File: src/rtl/fetch_unit.sv
// fetch_unit: instruction fetch stage feeding decode.
// Owns the PC, fetches 16-bit words over a req/ack handshake, assembles
// one- or two-word instructions and applies redirects from decode/execute.
`timescale 1ns/1ps
module fetch_unit #(
  parameter logic [15:0] RESET_PC = 16'h0000
) (
  input  logic        cpu_clk,
  input  logic        cpu_rst,
  output logic        mem_req,
  output logic [15:0] mem_addr,
  input  logic        mem_ack,
  input  logic [15:0] mem_rdata,
  input  logic        stall,
  input  logic        set_pc,
  input  logic        add_pc,
  input  logic [15:0] redir_val,
  output logic [15:0] ins,
  output logic [15:0] ext,
  output logic        ins_en,
  output logic [15:0] pc_out
);

  localparam logic [1:0] FETCH_INS = 2'd0;
  localparam logic [1:0] FETCH_EXT = 2'd1;
  localparam logic [1:0] PRESENT   = 2'd2;

  logic [1:0]  state;
  logic [15:0] fetch_addr;
  logic        squash;
  logic [15:0] squash_target;
  logic [15:0] ins_q;
  logic [15:0] ext_q;
  logic [15:0] pc_q;

  logic        redir;
  logic [15:0] target;
  logic        in_fetch;

  // Redirect request and its target; set_pc has priority over add_pc.
  always_comb begin
    redir  = set_pc | add_pc;
    target = set_pc ? redir_val : pc_q + redir_val;
  end

  // Output decode; reset forces the handshake and the instruction bus idle.
  always_comb begin
    in_fetch = (state == FETCH_INS) || (state == FETCH_EXT);
    mem_req  = in_fetch && !cpu_rst;
    mem_addr = cpu_rst ? RESET_PC : fetch_addr;
    ins_en   = (state == PRESENT) && !cpu_rst;
    ins      = cpu_rst ? '0 : ins_q;
    ext      = cpu_rst ? '0 : ext_q;
    pc_out   = cpu_rst ? RESET_PC : pc_q;
  end

  // Fetch FSM: request words, assemble instructions, handle redirects.
  always_ff @(posedge cpu_clk) begin
    if (cpu_rst) begin
      state         <= FETCH_INS;
      fetch_addr    <= RESET_PC;
      squash        <= 1'b0;
      squash_target <= RESET_PC;
      ins_q         <= '0;
      ext_q         <= '0;
      pc_q          <= RESET_PC;
    end else begin
      case (state)
        FETCH_INS, FETCH_EXT: begin
          if (mem_ack) begin
            // A redirect this cycle overrides any stored squash target.
            if (redir || squash) begin
              fetch_addr <= redir ? target : squash_target;
              squash     <= 1'b0;
              state      <= FETCH_INS;
            end else if (state == FETCH_INS) begin
              ins_q      <= mem_rdata;
              pc_q       <= fetch_addr;
              fetch_addr <= fetch_addr + 16'd1;
              if (mem_rdata[15]) begin
                state <= FETCH_EXT;
              end else begin
                ext_q <= '0;
                state <= PRESENT;
              end
            end else begin
              ext_q      <= mem_rdata;
              fetch_addr <= fetch_addr + 16'd1;
              state      <= PRESENT;
            end
          end else if (redir) begin
            // Request cannot be withdrawn: remember the target, drop the data later.
            squash        <= 1'b1;
            squash_target <= target;
          end
        end
        PRESENT: begin
          if (redir) begin
            fetch_addr <= target;
            state      <= FETCH_INS;
          end else if (!stall) begin
            state <= FETCH_INS;
          end
        end
        default: begin
          state <= FETCH_INS;
        end
      endcase
    end
  end

endmodule

File: config.mk
export PLATFORM = sky130hd
export DESIGN_NAME = fetch_unit
export DESIGN_NICKNAME = d
export VERILOG_FILES = /design/src/rtl/fetch_unit.sv
export SDC_FILE = /design/constraint.sdc
export NUM_CORES = 1
export LEC_CHECK = 0
export ABC_AREA = 0
export BUFFER_PORTS_ARGS = -buffer_cell sky130_fd_sc_hd__buf_2
export CAP_MARGIN = 20
export CELL_PAD_IN_SITES_DETAIL_PLACEMENT = 1
export CELL_PAD_IN_SITES_GLOBAL_PLACEMENT = 1
export CORE_ASPECT_RATIO = 1.2
export CORE_MARGIN = 5
export CORE_UTILIZATION = 36
export CTS_CLUSTER_DIAMETER = 30
export DETAILED_ROUTE_END_ITERATION = 12
export HOLD_SLACK_MARGIN = 0.15
export PLACE_DENSITY = 0.83
export SLEW_MARGIN = 20
export SYNTH_ARGS = -nofsm -noshare
export SYNTH_HDL_FRONTEND = slang
export SYNTH_SLANG_ARGS = --single-unit
File: constraint.sdc
create_clock -name cpu_clk -period 2.1 [get_ports cpu_clk]
set_clock_uncertainty 0.05 [all_clocks]
set_input_delay 0.21 -clock cpu_clk [delete_from_list [all_inputs] [get_ports cpu_clk]]
set_output_delay 0.21 -clock cpu_clk [all_outputs]
set_load 0.01 [all_outputs]
==> impl_metrics.yaml, run 1 <==
floorplan:
  num_rows: 47
  die_h_um: 140
  start_util_pct: 36.6
  die_x_um: 118
  die_area_mm2: 0.0165
  coreArea_mm2: 0.0138
  pin_count: 104
sta:
  slew_headroom_pct: 64.2
  worst_slack_ns: -0.340
  min_period_ns: 2.44
  period_share_pct: 116
  finalSetupViolCount: 23
  maxSlewViolCount: 0
  rsz0062_at_grt: "yes"
  hold_viol: 0
  tightest_slew_ns: 0.537
  maxClockFrequency_mhz: 410
power:
  switching_share_pct: 31.4
  p_clk_share_pct: 37.5
  p_switching_mw: 1.29
  pwr_density_cell_mw_per_mm2: 582
  internal_power_mw: 2.82
  peakVddDrop_uv: 423
  seq_power_share_pct: 41.5
  p_leak_nw: 3.03
  comb_power_share_pct: 21.0
worst_setup_path:
  r2r_start: "pc_q[1]"
  crit_arrival_ns: 2.63
  worstSetupEndpointType: "register"
  critPathTopFamily: "compound AO/OA/AOI/OAI gates"
  crit_start: "pc_q[1]"
  critPathKind: "reg2reg"
  critPathLaunchType: "register"
  cp_num_buf_inv: 0
  max_stage_delay_ns: 0.39
  crit_chain: "ha_4 > a21o_1 > a21oi_2 > o31a_1 > o31ai_4 > mux2i_2 > xor2_1 > a21oi_1"
  crit_fanout: 3
  slowest_stage: "o31a_1"
  cp_data_required_time_ns: 2.29
placed_design:
  hpwl_um: 14500
  routabilityCongestion: 0.888
  dpl_worst_slack_ns: -0.301
  place_area_mm2: 0.00624
  port_buffers: 103
clock_network:
  path_clk_slew_ns: 0.07
  cts_tree: "done"
  cts_buffer_depth: 2
  cts-root-buf: "clkbuf_16"
  cts-buffers-inserted: 9
  clock_latency_ns: 0.35
  cts_sinks: 83
  htreeDepth: 3
routing:
  drt-total-wl_um: 22600
  ant_nets: 0
  wl_per_cell_um: 22.2
  via_per_inst: 5.85
  drt_pass1_iterations: 5
  vias: 5965
  drc: 0
  drt_iter0_drc: 713
yosys:
  synthArstFlopShare_pct: 0
  netlist.top_cell.by_area: "dfxtp_1"
  avgSynthCellArea_um2: 7.56
  synth_edf_count: 0
  synthTopCellsByArea: "dfxtp_1 (33%), nor2b_1 (8.4%), nand2_1 (7.7%)"
  syn-cell-area_mm2: 0.00506
  synth_seq_cells: 83
  synth_most_common_cell: "nand2_1"
  synth_fp_nets: 724
  synthCells: 669
  yosys_warnings: 0
  ys.flop_type: "dfxtp_1"
  ys_seq_area_share_pct: 32.9
  yosysUniqueCellTypes: 64
  ys_top_cells_by_count: "nand2_1 (104), dfxtp_1 (83), a21oi_1 (70)"
  synth.top_cell.area_share_pct: 32.9
grt:
  grt-ovfl-total: 0
  grt_start_max_net_pins: 84
  grt_pass1_vias: 6222
  grt_pass1_wl_um: 34000
  gr-usage-all-layers_pct: 25.2
  antenna_found_initial: 0
cells_and_area:
  n_antenna_cell: 0
  multi_input_area_mm2: 0.00344
  final_util_pct: 51.1
  seqCellArea_mm2: 0.00167
  design_area_mm2: 0.00706
  area_delta_synth_final_pct: 39.6
  drive_gt1_share_pct: 32.0
  num-fill-cells: 1691
  fin_nets: 899
run_status:
  violations: "setup timing"
  status: "finished with violations"
job:
  drv_cap: 0
min_path:
  min_from: "mem_ack"
  hp-class: "in2reg"
repair_timing:
action / in CTS / in global routing
pin swaps: 31 / 22
buffers inserted: 7 / 4
hold buffers: 18 / 0
resized for setup: 24 / 31
setup endpoints to repair: 21 / 24
hold endpoints to repair: 35 / 0
tightest hold or removal path: stages:
cell and delay [ns]:
buf_2 0.15, nand4b_1 0.09, a21boi_0 0.08
flip-flops by register name, summed over array words and instances, names as in the netlist:
register	flops
ext_q	16
fetch_addr	16
ins_q	16
pc_q	16
squash	1
squash_target	16
state	2
path summary, 6_finish.rpt:
check                       to  slack, ns  depth (start not counted)
min reg2reg   squash_target[8]       0.40                          2
max          squash_target[15]      -0.34                          8
min                   state[0]       0.17                          3
max reg2reg  squash_target[15]      -0.34                          8
metal layers:
metal	share of wire [%]	track usage, %	vias up
li1	-	-	2683
met1	39	29.5	2888
met2	51	45.0	309
met4	4.2	11.5	0
met5	0	0	-
met3	6.1	3.90	85
through the flow:
stage          setup TNS [ns]  hold WS [ns]  power [mW]  std cells
2_1_floorplan               0         0.286        2.13        669
3_3_place_gp            -2.68         0.388        2.42        975
3_5_place_dp            -4.10         0.390        2.46        975
4_1_cts                 -2.16         0.169        4.05       1016
5_1_grt                 -5.31         0.193        4.26       1020
6_report                -3.88         0.170        4.10       1020
cell families after synthesis:
group / synth area share (%)
mux: 2.57
fa+ha+maj: 4.36
simple gates: 28.9
flops: 32.9
xor+xnor: 3.46
buf+inv: 4.65
compound gates: 23.2
power groups by stage:
stage	sequential, mW	combinational (mW)	clock [mW]
floorplan	1.71	0.413	0
CTS	1.70	0.786	1.56
global route	1.71	0.921	1.63
finish	1.70	0.862	1.54
global placement	1.73	0.694	0
detailed placement	1.73	0.726	0
placed cells by master, fill, tap and decap left out, drive strengths merged, types with 12 or more instances in the layout:
master	n
dlygate4sd3	18
o21ai	39
ha	16
a21oi	71
inv	12
nor2b	68
nand3	16
nand2	104
dfxtp	83
buf	195
nor2	55
mux2i	13
a22o	13
cell type report:
cell class / instances / area share [%]
Multi-Input combinational cell: 528 / 48.7
Sequential cell: 83 / 23.7
Timing Repair Buffer: 213 / 20.2
Clock buffer: 10 / 3.24
Tap cell: 171 / 3.03
Clock inverter: 6 / 0.674
Inverter: 9 / 0.479
(Power assumes the default switching activity.)
==> inputs of run 2 (changes only) <==
- CORE_UTILIZATION: 36 -> 40
- PLACE_DENSITY: 0.83 -> 0.87
- clock period: 2.1 -> 2.73 ns (I/O delays scaled with it)
==> impl_metrics.yaml, run 2 (synthesis results as in run 1) <==
clock_network:
  clock_latency_ns: 0.34
  htreeDepth: 3
  path_clk_slew_ns: 0.07
  cts-root-buf: "clkbuf_16"
  cts_buffer_depth: 2
  cts_tree: "done"
  cts_sinks: 83
  cts-buffers-inserted: 9
  cts_setup_buffers: 0
worst_setup_path:
  worstSetupEndpointType: "register"
  crit_fanout: 3
  crit_start: "pc_q[0]"
  critPathKind: "reg2reg"
  critPathLaunchType: "register"
  cp_data_required_time_ns: 2.95
  crit_arrival_ns: 2.66
  r2r_start: "pc_q[0]"
routing:
  vias: 5447
  drt-total-wl_um: 18500
  drc: 0
  wl_per_cell_um: 19.6
  drt_pass1_iterations: 5
  drt_iter0_drc: 449
  via_per_inst: 5.79
  ant_nets: 0
cells_and_area:
  area_delta_synth_final_pct: 23.1
  mostFrequentLayoutCell: "nand2_1"
  final_cell_mix: "nand2_1 (104), buf_2 (102), dfxtp_1 (83)"
  num-fill-cells: 1601
  design_area_mm2: 0.00622
  final_util_pct: 49.8
  instances_no_fill: 941
  n_antenna_cell: 0
  drive_gt1_share_pct: 19.8
  fin_nets: 827
floorplan:
  die_area_mm2: 0.0150
  coreArea_mm2: 0.0125
  die_h_um: 133
  die_x_um: 113
  num_rows: 45
  start_util_pct: 40.5
  pin_count: 104
placed_design:
  place_area_mm2: 0.00576
  hpwl_um: 13600
  placed_cells: 909
  routabilityCongestion: 0.935
  port_buffers: 103
  dpl_worst_slack_ns: 0.139
grt:
  antenna_found_initial: 0
  gr-usage-all-layers_pct: 23.9
  grt-ovfl-total: 0
  grt_start_max_net_pins: 74
  grt_pass1_wl_um: 29200
  grt_pass1_vias: 5626
sta:
  tightest_slew_ns: 0.778
  period_share_pct: 89.5
  fin_tns_setup_ns: 0
  min_period_ns: 2.44
  slew_headroom_pct: 48.1
  hold_viol: 0
  worst_slack_ns: 0.286
  finalSetupViolCount: 0
  rsz0062_at_grt: "no"
  maxClockFrequency_mhz: 409
  maxSlewViolCount: 0
job:
  drv_cap: 0
power:
  pwr_density_cell_mw_per_mm2: 498
  p_leak_nw: 2.64
  peakVddDrop_uv: 236
min_path:
  hp-class: "in2reg"
  min_from: "mem_rdata[15]"
run_status:
  status: "complete, no violations"
run 2: cell types whose count changed in the layout (fill, tap and decap cells not counted), moves of 4 or more:
cell and delta:
buf_4 -68, a21oi_1 +10, a21oi_2 -8, ha_1 +7, dfxtp_1 +4, ha_4 -4, mux2i_1 +4, mux2i_2 -4
nor3_1 +4, nor3_2 -4, xnor2_1 +4
run 2: layout make-up:
type | count | area, um2 | area share [%]
well taps | 164 | 205 | 3.30
clock buffers | 9 | 225 | 3.62
clock inverters | 7 | 78.8 | 1.27
inverters | 9 | 33.8 | 0.543
multi-input cells | 528 | 3160 | 50.8
flip-flops and latches | 83 | 1660 | 26.7
repair buffers | 141 | 856 | 13.8
run 2: worst paths after layout:
kind | to | slack [ns] | depth (start not counted)
worst min register to register | ins_q[0] | 0.40 | 2
worst min-delay path | ext_q[15] | 0.16 | 2
worst max register to register | fetch_addr[10] | 0.29 | 8
worst max-delay path | fetch_addr[10] | 0.29 | 8
run 2: power breakdown:
part / total, mW / internal (mW) / switching [mW] / leakage, nW
clock network: 1.28 / 0.724 / 0.553 / 0.152
registers: 1.33 / 1.26 / 0.0653 / 0.677
logic: 0.498 / 0.197 / 0.301 / 1.82
total: 3.10 / 2.18 / 0.918 / 2.64
run 2: per-layer routing:
metal	vias to the layer above	GRT usage [%]	share of wire, %
li1	2539	-	-
met1	2641	28.3	41
met2	204	42.8	50
met3	63	2.91	5.5
met4	0	10.8	4.0
met5	-	0	0
run 2: per-stage QoR:
| stage | hold WS, ns | total power, mW |
|---|---|---|
| 2_1_floorplan | 0.349 | 1.63 |
| 3_3_place_gp | 0.389 | 1.80 |
| 3_5_place_dp | 0.395 | 1.82 |
| 4_1_cts | 0.153 | 3.11 |
| 5_1_grt | 0.179 | 3.21 |
| 6_report | 0.155 | 3.10 |
run 2: critical path, cell delays in order (launching register included):
cell	delay [ns]
dfxtp_1	0.33
ha_1	0.21
fa_1	0.44
a21oi_2	0.23
o211ai_1	0.19
a21oi_1	0.31
xor2_1	0.13
o311a_1	0.31
nor3_1	0.16
run 2: repair_timing:
item	in CTS	in global routing
endpoints found under the setup margin	0	2
hold buffers	16	0
resized for setup	0	1
hold endpoints to repair	29	0
